[config.mk]
export PLATFORM = sky130hd
export DESIGN_NAME = mem_wb_stage
export DESIGN_NICKNAME = d
export VERILOG_FILES = /design/src/rtl/mem_wb_stage.sv
export SDC_FILE = /design/constraint.sdc
export NUM_CORES = 1
export LEC_CHECK = 0
export ABC_CLOCK_PERIOD_IN_PS = 5850
export BUFFER_PORTS_ARGS = -buffer_cell sky130_fd_sc_hd__clkbuf_2
export CORE_ASPECT_RATIO = 1.5
export CORE_UTILIZATION = 50
export CTS_BUF_LIST = sky130_fd_sc_hd__clkbuf_8
export DETAILED_ROUTE_END_ITERATION = 7
export GPL_TIMING_DRIVEN = 0
export PLACE_DENSITY = 0.87
export REMOVE_ABC_BUFFERS = 1
export SLEW_MARGIN = 10
export SYNTH_ARGS = -nofsm -noshare
export SYNTH_HDL_FRONTEND = slang
export SYNTH_SLANG_ARGS = --single-unit
[constraint.sdc]
create_clock -name clk -period 5.85 [get_ports clk]
set_clock_uncertainty 0.15 [all_clocks]
set_input_delay 1.4625 -clock clk [delete_from_list [all_inputs] [get_ports clk]]
set_output_delay 1.4625 -clock clk [all_outputs]
set_load 0.1 [all_outputs]
[src/rtl/mem_wb_stage.sv]
// Memory-access / write-back stage: takes one EX operation at a time, runs the
// load or store against a variable-latency data memory, then writes the register file.
module mem_wb_stage #(
    parameter int unsigned TIMEOUT     = 16,
    parameter bit          CHECK_ALIGN = 1'b1
) (
    input  logic        clk,
    input  logic        rst,
    input  logic        ex_valid,
    output logic        ex_ready,
    input  logic        ex_is_load,
    input  logic        ex_is_store,
    input  logic        ex_wen,
    input  logic [2:0]  ex_dest_reg,
    input  logic [31:0] ex_result,
    input  logic [31:0] ex_store_data,
    output logic [31:0] data_memory_a,
    output logic [31:0] data_memory_out_v,
    output logic        data_memory_read,
    output logic        data_memory_write,
    input  logic [31:0] data_memory_in_v,
    input  logic        data_memory_ready,
    output logic        w_enable,
    output logic [2:0]  w_addr,
    output logic [31:0] w_data,
    output logic        mem_fault,
    output logic [31:0] retired_count
);

    localparam int unsigned    CW       = $clog2(TIMEOUT + 1);
    localparam logic [CW-1:0]  CNT_LAST = CW'(TIMEOUT - 1);

    typedef enum logic [1:0] {IDLE, ACCESS, WB} state_t;

    state_t        state_q, state_d;
    logic [31:0]   addr_q, addr_d;
    logic [31:0]   sdata_q, sdata_d;
    logic [31:0]   wdata_q, wdata_d;
    logic [31:0]   retired_q, retired_d;
    logic [2:0]    dest_q, dest_d;
    logic [CW-1:0] cnt_q, cnt_d;
    logic          rd_q, rd_d;
    logic          wr_q, wr_d;
    logic          fault_q, fault_d;
    logic          retire;
    logic          misaligned;

    assign misaligned = CHECK_ALIGN && (ex_result[1:0] != 2'b00);

    always_comb begin
        state_d   = state_q;
        addr_d    = addr_q;
        sdata_d   = sdata_q;
        wdata_d   = wdata_q;
        dest_d    = dest_q;
        cnt_d     = cnt_q;
        rd_d      = rd_q;
        wr_d      = wr_q;
        fault_d   = fault_q;
        retire    = 1'b0;
        unique case (state_q)
            IDLE: begin
                if (ex_valid) begin
                    addr_d  = ex_result;
                    sdata_d = ex_store_data;
                    wdata_d = ex_result;
                    dest_d  = ex_dest_reg;
                    cnt_d   = '0;
                    if (ex_is_load || ex_is_store) begin
                        if (misaligned) begin
                            fault_d = 1'b1;
                            retire  = 1'b1;
                        end else begin
                            state_d = ACCESS;
                            rd_d    = ex_is_load;
                            wr_d    = !ex_is_load;
                        end
                    end else if (ex_wen) begin
                        state_d = WB;
                    end else begin
                        retire = 1'b1;
                    end
                end
            end
            ACCESS: begin
                // Ready takes priority over the timeout on the final allowed cycle
                if (data_memory_ready) begin
                    rd_d  = 1'b0;
                    wr_d  = 1'b0;
                    cnt_d = '0;
                    if (rd_q) begin
                        wdata_d = data_memory_in_v;
                        state_d = WB;
                    end else begin
                        state_d = IDLE;
                        retire  = 1'b1;
                    end
                end else if (cnt_q == CNT_LAST) begin
                    rd_d    = 1'b0;
                    wr_d    = 1'b0;
                    cnt_d   = '0;
                    fault_d = 1'b1;
                    state_d = IDLE;
                    retire  = 1'b1;
                end else begin
                    cnt_d = cnt_q + CW'(1);
                end
            end
            WB: begin
                state_d = IDLE;
                retire  = 1'b1;
            end
            default: state_d = IDLE;
        endcase
        retired_d = retire ? retired_q + 32'd1 : retired_q;
    end

    always_ff @(posedge clk or posedge rst) begin
        if (rst) begin
            state_q   <= IDLE;
            addr_q    <= '0;
            sdata_q   <= '0;
            wdata_q   <= '0;
            dest_q    <= '0;
            cnt_q     <= '0;
            rd_q      <= 1'b0;
            wr_q      <= 1'b0;
            fault_q   <= 1'b0;
            retired_q <= '0;
        end else begin
            state_q   <= state_d;
            addr_q    <= addr_d;
            sdata_q   <= sdata_d;
            wdata_q   <= wdata_d;
            dest_q    <= dest_d;
            cnt_q     <= cnt_d;
            rd_q      <= rd_d;
            wr_q      <= wr_d;
            fault_q   <= fault_d;
            retired_q <= retired_d;
        end
    end

    assign ex_ready          = (state_q == IDLE) && !rst;
    assign w_enable          = (state_q == WB);
    assign w_addr            = dest_q;
    assign w_data            = wdata_q;
    assign data_memory_a     = addr_q;
    assign data_memory_out_v = sdata_q;
    assign data_memory_read  = rd_q;
    assign data_memory_write = wr_q;
    assign mem_fault         = fault_q;
    assign retired_count     = retired_q;

endmodule

# == Word level (Yosys, flattened, before mapping) ==
# Index checks and enable logic that the tools add are counted.
# word_totals
register_bits,141
latch_bits,0
ram_bits,0
rom_bits,0
inputBits,106
output_inout_bits,136
wordCells,79
mem_count,0
# classes
addsub,2
multipliers,0
n_div,0
magnitude_cmp,0
n_eq_ne,14
shifts,0
n_mux,40
n_bitwise,0
reduce_logical,13
# ops
operator,count
$mux W32,3
$pmux W32 S2,1
$add A32 B1 Y32 const B,1
$mux W1,20
$ne A2 B2 Y1 const B,8
$mux W5,3
$mux W2,7
$pmux W5 S2,1
$ne A3 B3 Y1 const B,3
$reduce_and A4 Y1,2
$pmux W1 S2,3
$reduce_and A6 Y1,1
$add A5 B1 Y5 const B,1
$eq A5 B4 Y1 const B,1
$reduce_and A5 Y1,1
$pmux W2 S2,1
$reduce_and A2 Y1,2
$reduce_bool A2 Y1,2
$pmux W1 S3,1
$eq A2 B1 Y1 const B,1
$eq A2 B2 Y1 const B,1
$logic_not A1 Y1,2
$logic_not A2 Y1,1
$logic_and A1 B1 Y1,1
$logic_or A1 B1 Y1,1

# == Depth between registers and ports, before layout ==
# Gate-level depths: netlist of run 1.
# depth
word_depth,5
ltp_mapped,8
depth_no_buf,6

# == Worst setup path before layout of run 1 ==
# OpenSTA, ideal clock, no wires.
# synth_timing
kind,input -> output
from,input port rst
to,output port ex_ready
arrival_time_ns,3.490
t_required_ns,4.238
path_slack_ns,0.748
cell_stages,1
path_buffers,0
cell_sequence,nor3_1
# synth_via
elab_chain_cells,2
# synth_lines
item,line,rtl
"start, declared",8,"input logic rst,"
$logic_not A1 Y1,144,assign ex_ready = (state_q == IDLE) && !rst;
$logic_and A1 B1 Y1,144,
"end, declared",10,"output logic ex_ready,"
# Every way passes these cells.

# == Final worst setup path of run 1 ==
# Ends and elaborated chain as after synthesis.

==> impl_metrics.ini, run 1 <==
[run_status]
outcome = completed

[clocking]
cts_sinks = 141
root_buffer = clkbuf_8
cts_setup_buffers = 0
cts_resized = 0
ctsHoldBuffers = 0
cts_made_buffers = 17
htree_num_levels = 4
clockBufferDepth = 2
clkLatencyLatePin_ns = 0.43
cts_tree = done
clkTransAtPathRegs_ns = 0.07

[grt]
grt-ovfl-total = 0
antenna_found_initial = 0
grt_max_degree = 73
grt_pass1_vias = 5196
grt_usage_pct = 26.79
grt_first_pass_wirelength_um = 25670

[min_path]
hold_path.class = reg2reg
min_from = data_memory_a[30]

[logic_synthesis]
yosysUniqueCellTypes = 42
synth-edff-count = 0
synth.avg_cell_area_um2 = 9.586
synth_warnings = 0
postSynthCellCount = 632
async_flop_share_pct = 100.0
ys.flop_type = dfrtp_1
ys_seq_elements = 141
synth_area_um2 = 6058
yosysSeqAreaShare_pct = 58.24

[sta]
final.setup.worst_slack_ns = 1.973
tightestPinTransition_ns = 0.7924
maxSlewViolCount = 0
fmax_mhz = 257.9
rsz0062_at_grt = no
period_needed_ns = 3.877
fin_crit_sh_pct = 66.27
hold_viol_final = 0
finalSetupViolCount = 0
max-slew-margin-rel_pct = 47.18

[cells_and_area]
final_common_cell = nand2_1
antennaDiodeCount = 0
drive_gt1_share_pct = 33.14
nets = 973
syn2layout_area_growth_pct = 31.16
stdcell_area_um2 = 7946
layout_common_cells = nand2_1, clkbuf_2, dfrtp_1
utilization_pct = 68.20

[route]
drc = 0
wl_um = 16270
first_pass_iters = 4
viasPerCell = 5.113
routedWlPerCell_um = 15.83
vias = 5256
drtAntennaViolNets = 0
drtIter0Drc = 267

[die]
io_pins = 242
dieHeight_um = 136.8
start_util_pct = 52.00
coreArea_um2 = 11650
placementRows = 48
die_area_um2 = 12570
die-width_um = 91.88

[placed_design]
place_congestion = 0.8658
place_ws_ns = 1.974
io_buffers = 241
postPlaceCellArea_um2 = 7482
dp_hpwl_um = 11790

[worst_setup_path]
path_class = in2out
cp-endpoint = ex_ready
critPathMaxFanout = 2
r2r_cells = 7
rrSetupSlack_ns = 3.06
crit_start = rst
startpoint_type = input port
required_ns = 4.24
end_kind = output pin
r2r_start = state_q[0]
critPathArrivalTime_ns = 2.26
timing.rr.end = w_data[13]

[flow_run]
drv_cap = 0
## kinds of logic (layout without fill, tap and decap cells)
logic type      Yosys count  count (layout)  synth area share (%)
fa+ha+maj                 2               2                0.4130
flops                   141             141                 58.24
xor+xnor                 32              32                 4.626
compound gates           53              53                 5.081
buf+inv                  35             281                 2.437
simple gates            336             336                 23.73
mux                      33              33                 5.473
## sequential cells by signal, indices dropped and copies added (netlist names)
register,flops
w_addr,3
data_memory_a,32
cnt_q,5
state_q,2
data_memory_out_v,32
mem_fault,1
data_memory_write,1
data_memory_read,1
retired_count,32
w_data,32
## worst min path at each step
| stage | depth (start not counted) | slack [ns] | endpoint |
|---|---|---|---|
| after floorplan | 1 | 0.30 | cnt_q[4] |
| after global placement | 1 | 0.29 | mem_fault |
| after detailed placement | 2 | 0.31 | data_memory_a[13] |
| after CTS | 2 | 0.33 | data_memory_a[15] |
| after global routing | 2 | 0.35 | data_memory_out_v[6] |
| final | 2 | 0.33 | data_memory_a[30] |
## synth_stat cells, types with 7 or more instances
library cell / n / area (µm²)
buf_2: 7 / 35.03
clkbuf_1: 21 / 78.83
dfrtp_1: 141 / 3528
mux2i_1: 32 / 320.3
nand2_1: 263 / 987.2
nand3_1: 11 / 55.05
nand4_1: 12 / 75.07
nor2_1: 13 / 48.80
nor3_1: 13 / 65.06
o21ai_0: 39 / 195.2
xnor2_1: 12 / 105.1
xor2_1: 20 / 175.2
## layer usage
metal / part of all wire, % / track usage (%)
met2: 51 / 46.02
met1: 38 / 29.77
met4: 2.7 / 12.15
met3: 7.7 / 9.444
met5: 0 / 0
## stage by stage
step | hold slack [ns] | cells | TNS (ns)
CTS | 0.3303 | 1028 | 0
detailed placement | 0.3116 | 996 | 0
global route | 0.3482 | 1028 | 0
finish | 0.3256 | 1028 | 0
global placement | 0.2939 | 991 | -236.82
floorplan | 0.3044 | 600 | 0
## critical path: stages
cell,delay [ns]
clkbuf_2,0.13
nor3_1,0.18
clkbuf_2,0.50
## area by class of cell
class,instances,area (µm²)
flip-flops and latches,141,3528
well taps,150,187.7
clock buffers,18,247.7
multi-input cells,456,2426
repair buffers,246,1324
fillers,933,3705
clock inverters,14,216.5
inverters,3,16.27
Power of run 1 is not shown: default switching activity piles up to over one toggle a cycle in this logic, so the estimate is an artifact.
==> run 2: changes to the inputs <==
--- a/config.mk
+++ b/config.mk
@@ -5,14 +5,14 @@
 export SDC_FILE = /design/constraint.sdc
 export NUM_CORES = 1
 export LEC_CHECK = 0
-export ABC_CLOCK_PERIOD_IN_PS = 5850
+export ABC_CLOCK_PERIOD_IN_PS = 3200
 export BUFFER_PORTS_ARGS = -buffer_cell sky130_fd_sc_hd__clkbuf_2
 export CORE_ASPECT_RATIO = 1.5
-export CORE_UTILIZATION = 50
+export CORE_UTILIZATION = 45
 export CTS_BUF_LIST = sky130_fd_sc_hd__clkbuf_8
 export DETAILED_ROUTE_END_ITERATION = 7
 export GPL_TIMING_DRIVEN = 0
-export PLACE_DENSITY = 0.87
+export PLACE_DENSITY = 0.83
 export REMOVE_ABC_BUFFERS = 1
 export SLEW_MARGIN = 10
 export SYNTH_ARGS = -nofsm -noshare
==> constraint.sdc (replaced) <==
create_clock -name clk -period 3.2 [get_ports clk]
set_clock_uncertainty 0.15 [all_clocks]
set_input_delay 0.8 -clock clk [delete_from_list [all_inputs] [get_ports clk]]
set_output_delay 0.8 -clock clk [all_outputs]
set_load 0.1 [all_outputs]
==> run 2 against run 1 <==
  * First-iteration DRC count shrank 26%
  * Cell count increased by 0.78%
  * Via count increased by 1.3%
  * Utilization down 8.0 points
  * Largest cell class unchanged
  * Global-route usage decreased by 4.1 points
  * Sequential share of layout area rose by 0.42 points
  * Final area fell by 0.94%
  * Die area up 11%
  * Flip-flop and latch count did not move
==> impl_metrics.ini, run 2 (same netlist as run 1, synthesis figures left out) <==
[worst_setup_path]
end_kind = output pin
required_ns = 2.25
critPathArrivalTime_ns = 1.93
critPathMaxFanout = 8
path_class = reg2out
startpoint_type = register

[cells_and_area]
fin_cells = 1036
drive_gt1_share_pct = 33.07
stdcell_area_um2 = 7871
nets = 972
antennaDiodeCount = 0
syn2layout_area_growth_pct = 29.93
final_common_cell = nand2_1
layout_common_cells = nand2_1, clkbuf_2, dfrtp_1

[placed_design]
place_ws_ns = 0.3500
postPlaceCellArea_um2 = 7466
dp_cells = 1004
place_congestion = 0.7949
io_buffers = 241
dp_hpwl_um = 11570

[route]
wl_met2_um = 8472
highest_layer = met4
wl_met1_um = 6049
drc = 0
vias = 5322
routedWlPerCell_um = 15.43
first_pass_iters = 5
drtAntennaViolNets = 0
drtIter0Drc = 197
viasPerCell = 5.137
wl_um = 15990
wl_met3_um = 946

[sta]
rsz0062_at_grt = no
max-slew-margin-rel_pct = 42.26
period_needed_ns = 2.877
hold_viol_final = 0
maxSlewViolCount = 0
fmax_mhz = 347.6
holdWs_ns = 0.2674
fin_crit_sh_pct = 89.91
final.setup.worst_slack_ns = 0.3228
finalSetupViolCount = 0
tightestPinTransition_ns = 0.8661

[die]
die_area_um2 = 13940
placementRows = 51
start_util_pct = 46.31
io_pins = 242
coreArea_um2 = 13080
dieHeight_um = 144.1
die-width_um = 96.74

[grt]
grt_first_pass_wirelength_um = 24820
grt_max_degree = 84
grt_usage_pct = 22.66
grt-ovfl-total = 0
antenna_found_initial = 0
grt_pass1_vias = 5189

[run_status]
outcome = completed

[clocking]
cts_setup_buffers = 0
clockBufferDepth = 2
htree_num_levels = 4
cts_sinks = 141
cts_resized = 0
clkLatencyLatePin_ns = 0.44
root_buffer = clkbuf_8
cts_made_buffers = 17
cts_tree = done
clkTransAtPathRegs_ns = 0.08
ctsHoldBuffers = 0

[min_path]
hold_path.class = in2async

[flow_run]
drv_cap = 0
==> run 2: cell count changes in the layout (fill, tap and decap cells not counted), sizes merged <==
| cell | before | now |
|---|---|---|
| buf | 5 | 4 |
| bufinv | 5 | 2 |
| clkinv | 7 | 6 |
| clkinvlp | 1 | 2 |
| inv | 4 | 7 |
==> run 2: layout make-up <==
| class | instances | area, µm² |
|---|---|---|
| flip-flops and latches | 141 | 3528 |
| fillers | 1142 | 5210 |
| multi-input cells | 456 | 2426 |
| well taps | 159 | 198.9 |
| repair buffers | 245 | 1296 |
| clock inverters | 14 | 157.7 |
| clock buffers | 18 | 247.7 |
| inverters | 3 | 16.27 |
==> run 2: worst paths after layout <==
path,start,end,slack (ns),depth (start not counted)
min in group clk,retired_count[31],retired_count[31],0.32,1
max,state_q[1],w_enable,0.32,2
min,rst,retired_count[23],0.27,2
min reg2reg,retired_count[31],retired_count[31],0.32,1
max reg2reg,state_q[0],w_data[25],0.53,5
max in group asynchronous,rst,data_memory_out_v[24],1.83,3
==> run 2: stage by stage <==
stage          TNS, ns  utilization (%)
2_1_floorplan  -280.00                -
6_report             0            60.17
5_1_grt              0            60.17
3_3_place_gp   -619.74            56.01
3_5_place_dp         0            57.07
4_1_cts              0            60.17
==> run 2: per-layer routing <==
| metal | global-route usage (%) | up-vias |
|---|---|---|
| met5 | 0 | - |
| met4 | 12.25 | 0 |
| met3 | 5.365 | 33 |
| met1 | 24.68 | 2550 |
| li1 | - | 2537 |
| met2 | 40.77 | 202 |
==> run 2: worst max-delay path, cell delays in order (launching register included) <==
cell      delay, ns
dfrtp_1        0.55
nor2b_1        0.40
clkbuf_2       0.54
Power of run 2 is left out for the same reason.
==> run 3: changes to the inputs <==
--- a/config.mk
+++ b/config.mk
@@ -8,11 +8,10 @@
 export ABC_CLOCK_PERIOD_IN_PS = 3200
 export BUFFER_PORTS_ARGS = -buffer_cell sky130_fd_sc_hd__clkbuf_2
 export CORE_ASPECT_RATIO = 1.5
-export CORE_UTILIZATION = 45
-export CTS_BUF_LIST = sky130_fd_sc_hd__clkbuf_8
+export CORE_UTILIZATION = 44
 export DETAILED_ROUTE_END_ITERATION = 7
 export GPL_TIMING_DRIVEN = 0
-export PLACE_DENSITY = 0.83
+export PLACE_DENSITY = 0.82
 export REMOVE_ABC_BUFFERS = 1
 export SLEW_MARGIN = 10
 export SYNTH_ARGS = -nofsm -noshare
==> run 3 against run 2 <==
  * The run now ends with DRC left
  * Final area is 2.4% higher
  * Largest cell class unchanged
  * Hold slack better by 0.045 ns
  * Routed wire length is 0.19% lower
  * Critical path type unchanged
  * Cell count is 0.29% higher
==> impl_metrics.ini, run 3 (same netlist as run 1, synthesis figures left out) <==
[clocking]
clkLatencyLatePin_ns = 0.41
cts_made_buffers = 17
htree_num_levels = 4
root_buffer = clkbuf_16
cts_sinks = 141
cts_resized = 0
cts_setup_buffers = 0
clkTransAtPathRegs_ns = 0.06
ctsHoldBuffers = 0
cts_tree = done
clockBufferDepth = 2

[cells_and_area]
fin_cells = 1039
nets = 972
layout_common_cells = nand2_1, clkbuf_2, dfrtp_1
drive_gt1_share_pct = 32.95
register_area_um2 = 3528
stdcell_area_um2 = 8056
final_common_cell = nand2_1
antennaDiodeCount = 0
n_fill_cell = 1146
multi_input_area_um2 = 2426
syn2layout_area_growth_pct = 32.98

[sta]
tightestPinTransition_ns = 0.8448
fin_crit_sh_pct = 88.95
max-slew-margin-rel_pct = 43.68
finalSetupViolCount = 0
fmax_mhz = 351.3
holdWs_ns = 0.3121
hold_viol_final = 0
maxSlewViolCount = 0
period_needed_ns = 2.846
rsz0062_at_grt = no

[grt]
met3_usage_pct = 5.331
use_met1_pct = 26.83
grt_usage_pct = 23.27
antenna_found_initial = 0
grt_pass1_vias = 5377
grt-ovfl-total = 0
grt_max_degree = 72
gr-max-usage-layer = met2
use_met2_pct = 40.39
grt_first_pass_wirelength_um = 26090

[placed_design]
dp_cells = 1007
dp_hpwl_um = 11450
postPlaceCellArea_um2 = 7470
place_congestion = 0.8378
io_buffers = 241

[flow_run]
drv_cap = 0

[route]
drc = 24
viasPerCell = 5.140
drtAntennaViolNets = 0
wl_um = 15960
drtIter0Drc = 244
vias = 5340
first_pass_iters = 8
routedWlPerCell_um = 15.36

[worst_setup_path]
cp_cell_sequence = nor2b_1, clkbuf_2
startpoint_type = register
end_kind = output pin
critPathArrivalTime_ns = 1.90
critPathMaxStageDelay_ns = 0.55
critical_path.top_delay_family = buffers and inverters
path_class = reg2out
critPathMaxFanout = 8
required_ns = 2.25
slowest_stage = clkbuf_2
crit_buf_inv = 1

[die]
die_area_um2 = 14250
coreArea_um2 = 13470
dieHeight_um = 145.7
start_util_pct = 44.98
io_pins = 242
placementRows = 52
die-width_um = 97.81

[run_status]
violations = DRC
outcome = finished, violations left

[min_path]
hold_path.class = reg2reg
## run 3: final timing paths
check | from | end | slack (ns) | cells after the start
worst max-delay path | state_q[1] | w_enable | 0.35 | 2
worst min-delay path | mem_fault | mem_fault | 0.31 | 1
worst max register to register | state_q[0] | w_data[16] | 0.56 | 5
worst min register to register | mem_fault | mem_fault | 0.31 | 1
max in group asynchronous | rst | w_data[5] | 1.78 | 3
min in group asynchronous | rst | retired_count[30] | 0.35 | 2
## run 3: area by class of cell
type	count	share of cell area, %
multi-input cells	456	30.11
inverters	3	0.2019
repair buffers	245	16.09
clock buffers	18	5.327
flip-flops and latches	141	43.80
well taps	162	2.516
clock inverters	14	1.957
## run 3: through the flow
step | setup WS, ns | TNS (ns) | util (%)
after global placement | -5.270 | -630.76 | 54.43
after global routing | 0.2953 | 0 | 59.82
after floorplan | -1.983 | -280.00 | -
after detailed placement | 0.3209 | 0 | 55.46
final | 0.3535 | 0 | 59.82
after CTS | 0.3584 | 0 | 59.82
## run 3: routing by layer
metal | wire length, µm | vias up
met4 | 582 | 0
met2 | 8269 | 240
met3 | 967 | 45
met1 | 6139 | 2514
met5 | 0 | -
li1 | - | 2541
Power of run 3 is left out for the same reason.
